$ cat config.mk
export PLATFORM = sky130hd
export DESIGN_NAME = pipe_hazard_ctrl
export DESIGN_NICKNAME = d
export VERILOG_FILES = /design/src/rtl/pipe_hazard_ctrl_pkg.sv /design/src/rtl/mem_wait_timer.sv /design/src/rtl/pipe_hazard_ctrl.sv
export SDC_FILE = /design/constraint.sdc
export NUM_CORES = 1
export LEC_CHECK = 0
export CORE_MARGIN = 2
export CORE_UTILIZATION = 44
export CTS_BUF_LIST = sky130_fd_sc_hd__clkbuf_8
export CTS_CLUSTER_DIAMETER = 60
export DETAILED_ROUTE_END_ITERATION = 8
export GPL_ROUTABILITY_DRIVEN = 0
export PLACE_DENSITY = 0.89
export SYNTH_ARGS = -nofsm -noshare
export SYNTH_HDL_FRONTEND = slang
export SYNTH_SLANG_ARGS = --single-unit
$ cat constraint.sdc
create_clock -name Clk -period 3.8 [get_ports Clk]
set_input_delay 0.76 -clock Clk [delete_from_list [all_inputs] [get_ports Clk]]
set_output_delay 0.76 -clock Clk [all_outputs]
set_load 0.05 [all_outputs]
$ cat src/rtl/pipe_hazard_ctrl_pkg.sv
// Shared definitions for the pipeline hazard controller: FSM encodings and
// default stage indices of the 5-stage in-order pipeline.
package pipe_hazard_ctrl_pkg;

    typedef enum logic [1:0] {
        PHC_RUN      = 2'd0,
        PHC_MEM_WAIT = 2'd1,
        PHC_ERROR    = 2'd2
    } phc_state_e;

    localparam int STG_IF  = 0;
    localparam int STG_ID  = STG_IF + 1;
    localparam int STG_EX  = STG_ID + 1;
    localparam int STG_MEM = STG_EX + 1;
    localparam int STG_WB  = STG_MEM + 1;

endpackage

$ cat src/rtl/mem_wait_timer.sv
// Counts consecutive data-memory wait cycles and raises a sticky error once
// the wait exceeds MEM_TIMEOUT cycles without an acknowledge.
module mem_wait_timer #(
    parameter int MEM_TIMEOUT = 255
) (
    input  logic Clk,
    input  logic Rst,
    input  logic i_start,
    input  logic i_in_wait,
    input  logic i_mem_wait,
    output logic o_timeout,
    output logic o_err
);

    // +2 keeps the counter at least one bit wide even for MEM_TIMEOUT=0
    localparam int CW = $clog2(MEM_TIMEOUT + 2);

    logic [CW-1:0] r_cnt;
    logic          r_err;

    assign o_timeout = i_in_wait & i_mem_wait & (r_cnt == CW'(MEM_TIMEOUT));
    assign o_err     = r_err;

    always_ff @(posedge Clk or negedge Rst) begin
        if (!Rst) begin
            r_cnt <= '0;
            r_err <= 1'b0;
        end else begin
            if (i_start)
                r_cnt <= CW'(1);
            else if (i_in_wait && i_mem_wait && !o_timeout)
                r_cnt <= r_cnt + 1'b1;
            else
                r_cnt <= '0;
            if (o_timeout)
                r_err <= 1'b1;
        end
    end

endmodule

$ cat src/rtl/pipe_hazard_ctrl.sv
// Pipeline hazard controller: resolves memory wait, multi-cycle EX, jump
// redirect and load-use hazards into per-register stall/flush vectors.
module pipe_hazard_ctrl
    import pipe_hazard_ctrl_pkg::*;
#(
    parameter int XLEN        = 64,
    parameter int REG_AW      = 5,
    parameter int NUM_STAGES  = STG_WB + 1,
    parameter int EX_STAGE    = STG_EX,
    parameter int MEM_STAGE   = STG_MEM,
    parameter int MEM_TIMEOUT = 255,
    parameter int CNT_W       = 32
) (
    input  logic                  Clk,
    input  logic                  Rst,
    input  logic                  JumpFlagFromEx,
    input  logic [XLEN-1:0]       JumpAddrFromEx,
    input  logic [REG_AW-1:0]     IdRs1Addr,
    input  logic                  IdRs1ReadEnable,
    input  logic [REG_AW-1:0]     IdRs2Addr,
    input  logic                  IdRs2ReadEnable,
    input  logic [REG_AW-1:0]     ExRdAddr,
    input  logic                  ExRdWriteEnable,
    input  logic                  ExIsLoad,
    input  logic                  ExBusy,
    input  logic                  MemReq,
    input  logic                  MemAck,
    output logic                  JumpFlagToPc,
    output logic [XLEN-1:0]       JumpAddrToPc,
    output logic [NUM_STAGES-1:0] StallOut,
    output logic [NUM_STAGES-1:0] FlushOut,
    output logic                  MemTimeout,
    output logic [CNT_W-1:0]      StallCycles,
    output logic [CNT_W-1:0]      FlushCount
);

    phc_state_e r_state, w_state_nxt;

    logic w_mem_wait, w_load_use, w_err, w_timeout;
    logic w_c_err, w_c_mem, w_c_ex, w_c_jmp, w_c_lu;
    logic [NUM_STAGES-1:0] w_stall, w_flush;
    logic [CNT_W-1:0] r_stall_cnt, r_flush_cnt;

    assign w_mem_wait = MemReq & ~MemAck;
    assign w_err      = (r_state == PHC_ERROR);
    assign w_load_use = ExIsLoad & ExRdWriteEnable & (ExRdAddr != '0) &
                        ((IdRs1ReadEnable & (IdRs1Addr == ExRdAddr)) |
                         (IdRs2ReadEnable & (IdRs2Addr == ExRdAddr)));

    // One-hot cause select; everything is forced low while reset is held
    assign w_c_err = Rst & w_err;
    assign w_c_mem = Rst & ~w_err & w_mem_wait;
    assign w_c_ex  = Rst & ~w_err & ~w_mem_wait & ExBusy;
    assign w_c_jmp = Rst & ~w_err & ~w_mem_wait & ~ExBusy & JumpFlagFromEx;
    assign w_c_lu  = Rst & ~w_err & ~w_mem_wait & ~ExBusy & ~JumpFlagFromEx & w_load_use;

    for (genvar i = 0; i < NUM_STAGES; i++) begin : g_stg
        localparam logic LE_MEM = (i <= MEM_STAGE);
        localparam logic LE_EX  = (i <= EX_STAGE);
        localparam logic LE_ID  = (i <= EX_STAGE - 1);
        localparam logic AT_MEM = (i == MEM_STAGE + 1);
        localparam logic AT_EX  = (i == EX_STAGE + 1);
        localparam logic AT_ID  = (i == EX_STAGE);
        localparam logic IN_JMP = (i > STG_IF) && (i <= EX_STAGE);

        assign w_stall[i] = w_c_err | (w_c_mem & LE_MEM) | (w_c_ex & LE_EX) | (w_c_lu & LE_ID);
        assign w_flush[i] = (w_c_mem & AT_MEM) | (w_c_ex & AT_EX) |
                            (w_c_lu & AT_ID) | (w_c_jmp & IN_JMP);
    end

    assign StallOut     = w_stall;
    assign FlushOut     = w_flush;
    assign JumpFlagToPc = w_c_jmp;
    assign JumpAddrToPc = w_c_jmp ? JumpAddrFromEx : '0;
    assign StallCycles  = r_stall_cnt;
    assign FlushCount   = r_flush_cnt;

    mem_wait_timer #(
        .MEM_TIMEOUT(MEM_TIMEOUT)
    ) u_timer (
        .Clk       (Clk),
        .Rst       (Rst),
        .i_start   ((r_state == PHC_RUN) & w_mem_wait),
        .i_in_wait (r_state == PHC_MEM_WAIT),
        .i_mem_wait(w_mem_wait),
        .o_timeout (w_timeout),
        .o_err     (MemTimeout)
    );

    always_comb begin
        w_state_nxt = r_state;
        case (r_state)
            PHC_RUN:      if (w_mem_wait) w_state_nxt = PHC_MEM_WAIT;
            PHC_MEM_WAIT: begin
                if (w_timeout)       w_state_nxt = PHC_ERROR;
                else if (!w_mem_wait) w_state_nxt = PHC_RUN;
            end
            PHC_ERROR:    w_state_nxt = PHC_ERROR;
            default:      w_state_nxt = PHC_RUN;
        endcase
    end

    always_ff @(posedge Clk or negedge Rst) begin
        if (!Rst) begin
            r_state     <= PHC_RUN;
            r_stall_cnt <= '0;
            r_flush_cnt <= '0;
        end else begin
            r_state <= w_state_nxt;
            if (w_stall[0] && !w_err && (r_stall_cnt != '1))
                r_stall_cnt <= r_stall_cnt + 1'b1;
            if (w_c_jmp && (r_flush_cnt != '1))
                r_flush_cnt <= r_flush_cnt + 1'b1;
        end
    end

endmodule

==> run summary <==
most used flip-flop cell after synthesis = dfrtp_1
max_cap viols = 0
DRC = 0
Synth async-reset ratio = 1.000
post-route clock skew = 0.01077 ns
Initial DRC Count = 229
post-CTS setup buffers = 0
cell depth of the worst flop-to-flop path = 6
port bufs = 227
vias in the first global route = 4,233
critical path, cell by cell = clkdlybuf4s50_1 > nor2b_1 > o31ai_1 > inv_1 > clkdlybuf4s50_1
Top-Level Pins = 229
# H-tree levels = 3
worst path bufs/invs = 3
Post-Route Setup TNS = 0 ns
slowest CP cell = clkdlybuf4s50_1
CP top delay family = buffers and inverters
crit end category = output port
unrepaired setup endpoints after global routing = no
min cycle time layout = 3.380 ns
Slew @ Worst Pin = 0.9371 ns
Fin. Hold Viols = 0
Die X = 102.3 um
post-DR wirelength/cell = 18.27 um
Final Non-Filler Cells = 800
Cell Pwr Density = 292.9 nW/um^2
TritonCTS Buffers = 9
synth warn = 0
Post-Syn Nets = 534
endpoints failing setup = 0
CTS tree = yes
Final period util = 0.8895
Initial Utilization = 0.4575
CP Data Arrival Time = 2.62 ns
Std-Cell Rows = 35
# placed instances = 784
Filler Cell Count = 534
EDFF count, synth = 0
worst hold stages = 1
overall power = 2196 uW
pin count of the biggest net entering global routing = 77
DPL Wire Length = 12.09 mm
Die ar. = 10,460 sq um
crit path kind = in -> out
clk buf depth = 2
synthesis-to-layout area growth = 76.52%
GR Util All Layers = 0.2780
Detailed Route WL = 14.62 mm
Synth Register Bits = 76
Leak Pwr = 0.003200 uW
Worst path max stage delay = 0.73 ns
Initial DRT Pass Iterations = 4
Req. time, crit path = 3.04 ns
clock root buffer = clkbuf_8
max-slew violations = 0
Avg Inst Size Synth = 9.632 sq um
Hold WC Path Type = reg -> reg
Max VDD drop = 490.8 uV
Relative slew margins = 0.3753
Inserted Diodes = 0
synthesized area = 4248 sq um
Die Y = 102.3 um
status = complete, no violations
post_cts resized = 0
worst skew pair latency = 0.36 ns
Hold Buf Count CTS = 0
Worst-path clk slew = 0.08 ns
most common cell after layout, fill and taps aside = clkdlybuf4s50_1
gr ovfl total = 0
FMAX = 295.8 MHz
Post-DRT Antenna Nets = 0
Worst Setup Start Kind = input port
via count = 4,200
register area share after synthesis = 0.4477
total core area = 9284 sq um
initial antenna violation count = 0
Clock Sinks = 76
Worst Path Max Fanout = 4
Distinct cells, synth = 42
commonest non-fill, non-tap cells in the layout = 157 x clkdlybuf4s50_1, 76 x dfrtp_1, 70 x and2_1, 70 x buf_12, 45 x xnor2_1
WHS = 0.4885 ns
cell mode on critical path = clkdlybuf4s50_1
Cells after Synth = 441
share of layout cells above drive strength 1 = 0.1490
cell count along the critical path = 5
Final #Nets = 759
Vias/cell = 5.250
first-pass GRT wire length = 22.19 mm
-- layer usage --
metal / vias up / global-route usage / wire (um)
li1: 1942 / - / -
met1: 2019 / 0.2979 / 5075
met5: - / 0 / 0
met3: 30 / 0.08755 / 1176
met4: 0 / 0.1282 / 641
met2: 209 / 0.4990 / 7723
-- logic make-up (layout without fill, tap and decap cells) --
| family | after synthesis | after routing | share of synthesized area |
|---|---|---|---|
| buffers and inverters | 29 | 259 | 0.03299 |
| AOI/OAI and AO/OA | 10 | 10 | 0.01708 |
| and+or+nand+nor | 242 | 242 | 0.3255 |
| other | 1 | 1 | 0.0008828 |
| DFF | 76 | 76 | 0.4477 |
| muxes | 2 | 2 | 0.005302 |
| adders and majority gates | 4 | 4 | 0.01178 |
| xor gates and xnor gates | 77 | 77 | 0.1588 |
-- flip-flops by register name, summed over array words and instances, names as in the netlist --
signal / flops
u_timer.o_err: 1
r_state: 2
u_timer.r_cnt: 9
FlushCount: 32
StallCycles: 32
-- cell type report --
| cell class | instances | area [sq um] | area share |
|---|---|---|---|
| Inverter | 12 | 45.04 | 0.006007 |
| Sequential cell | 76 | 1902 | 0.2536 |
| Tap cell | 129 | 161.4 | 0.02153 |
| Clock inverter | 7 | 57.56 | 0.007676 |
| Timing Repair Buffer | 231 | 3003 | 0.4005 |
| Multi-Input combinational cell | 336 | 2206 | 0.2942 |
| Clock buffer | 9 | 123.9 | 0.01652 |
-- worst register-to-register path: stages (launching register included) --
cell,delay [ns]
dfrtp_1,0.48
nand4_2,0.18
or3_1,0.54
or4_4,0.66
nor3_1,0.32
nand4_1,0.17
xnor2_1,0.16
-- power by group --
part | switching, uW | internal, uW | total, uW
Sequential | 75.2 | 856 | 931
Combinational | 388 | 298 | 685
Clock | 335 | 245 | 580
Total | 798 | 1400 | 2200
-- metrics by stage --
step	area, sq um	setup WS, ns	utilization
after floorplan	4248	0.6971	-
after global placement	7317	0.4925	0.7881
after detailed placement	7317	0.4409	0.7881
after CTS	7498	0.4436	0.8077
after global routing	7498	0.3298	0.8077
final	7498	0.4197	0.8077
-- path summary, 6_finish.rpt --
check | from | endpoint | slack [ns]
setup / recovery | MemReq | StallOut[2] | 0.42
hold / removal | u_timer.o_err | u_timer.o_err | 0.49
setup reg to reg | FlushCount[8] | FlushCount[31] | 1.18
hold reg to reg | u_timer.o_err | u_timer.o_err | 0.49
max in group asynchronous | Rst | FlushCount[9] | 2.51
min in group asynchronous | Rst | u_timer.r_cnt[7] | 0.68
-- cell usage after synthesis, types with 2 or more instances --
cell	number	share of area
a31oi_1	2	0.0029
nor3_1	16	0.019
nor2b_1	4	0.0059
nor2_1	26	0.023
and4_1	8	0.016
and2_1	70	0.10
nand3b_1	2	0.0035
buf_4	6	0.011
clkbuf_1	9	0.0080
ha_1	4	0.012
nand3_1	31	0.037
dfrtp_1	76	0.45
nor4_1	7	0.010
nand4_1	22	0.032
mux2_2	2	0.0053
nand2b_1	3	0.0044
nand2_1	30	0.027
inv_1	12	0.011
xor2_1	32	0.066
or3_1	3	0.0044
xnor2_1	45	0.093
and3_1	10	0.015
o31ai_1	2	0.0035
Power figures use the tool's default switching activity.
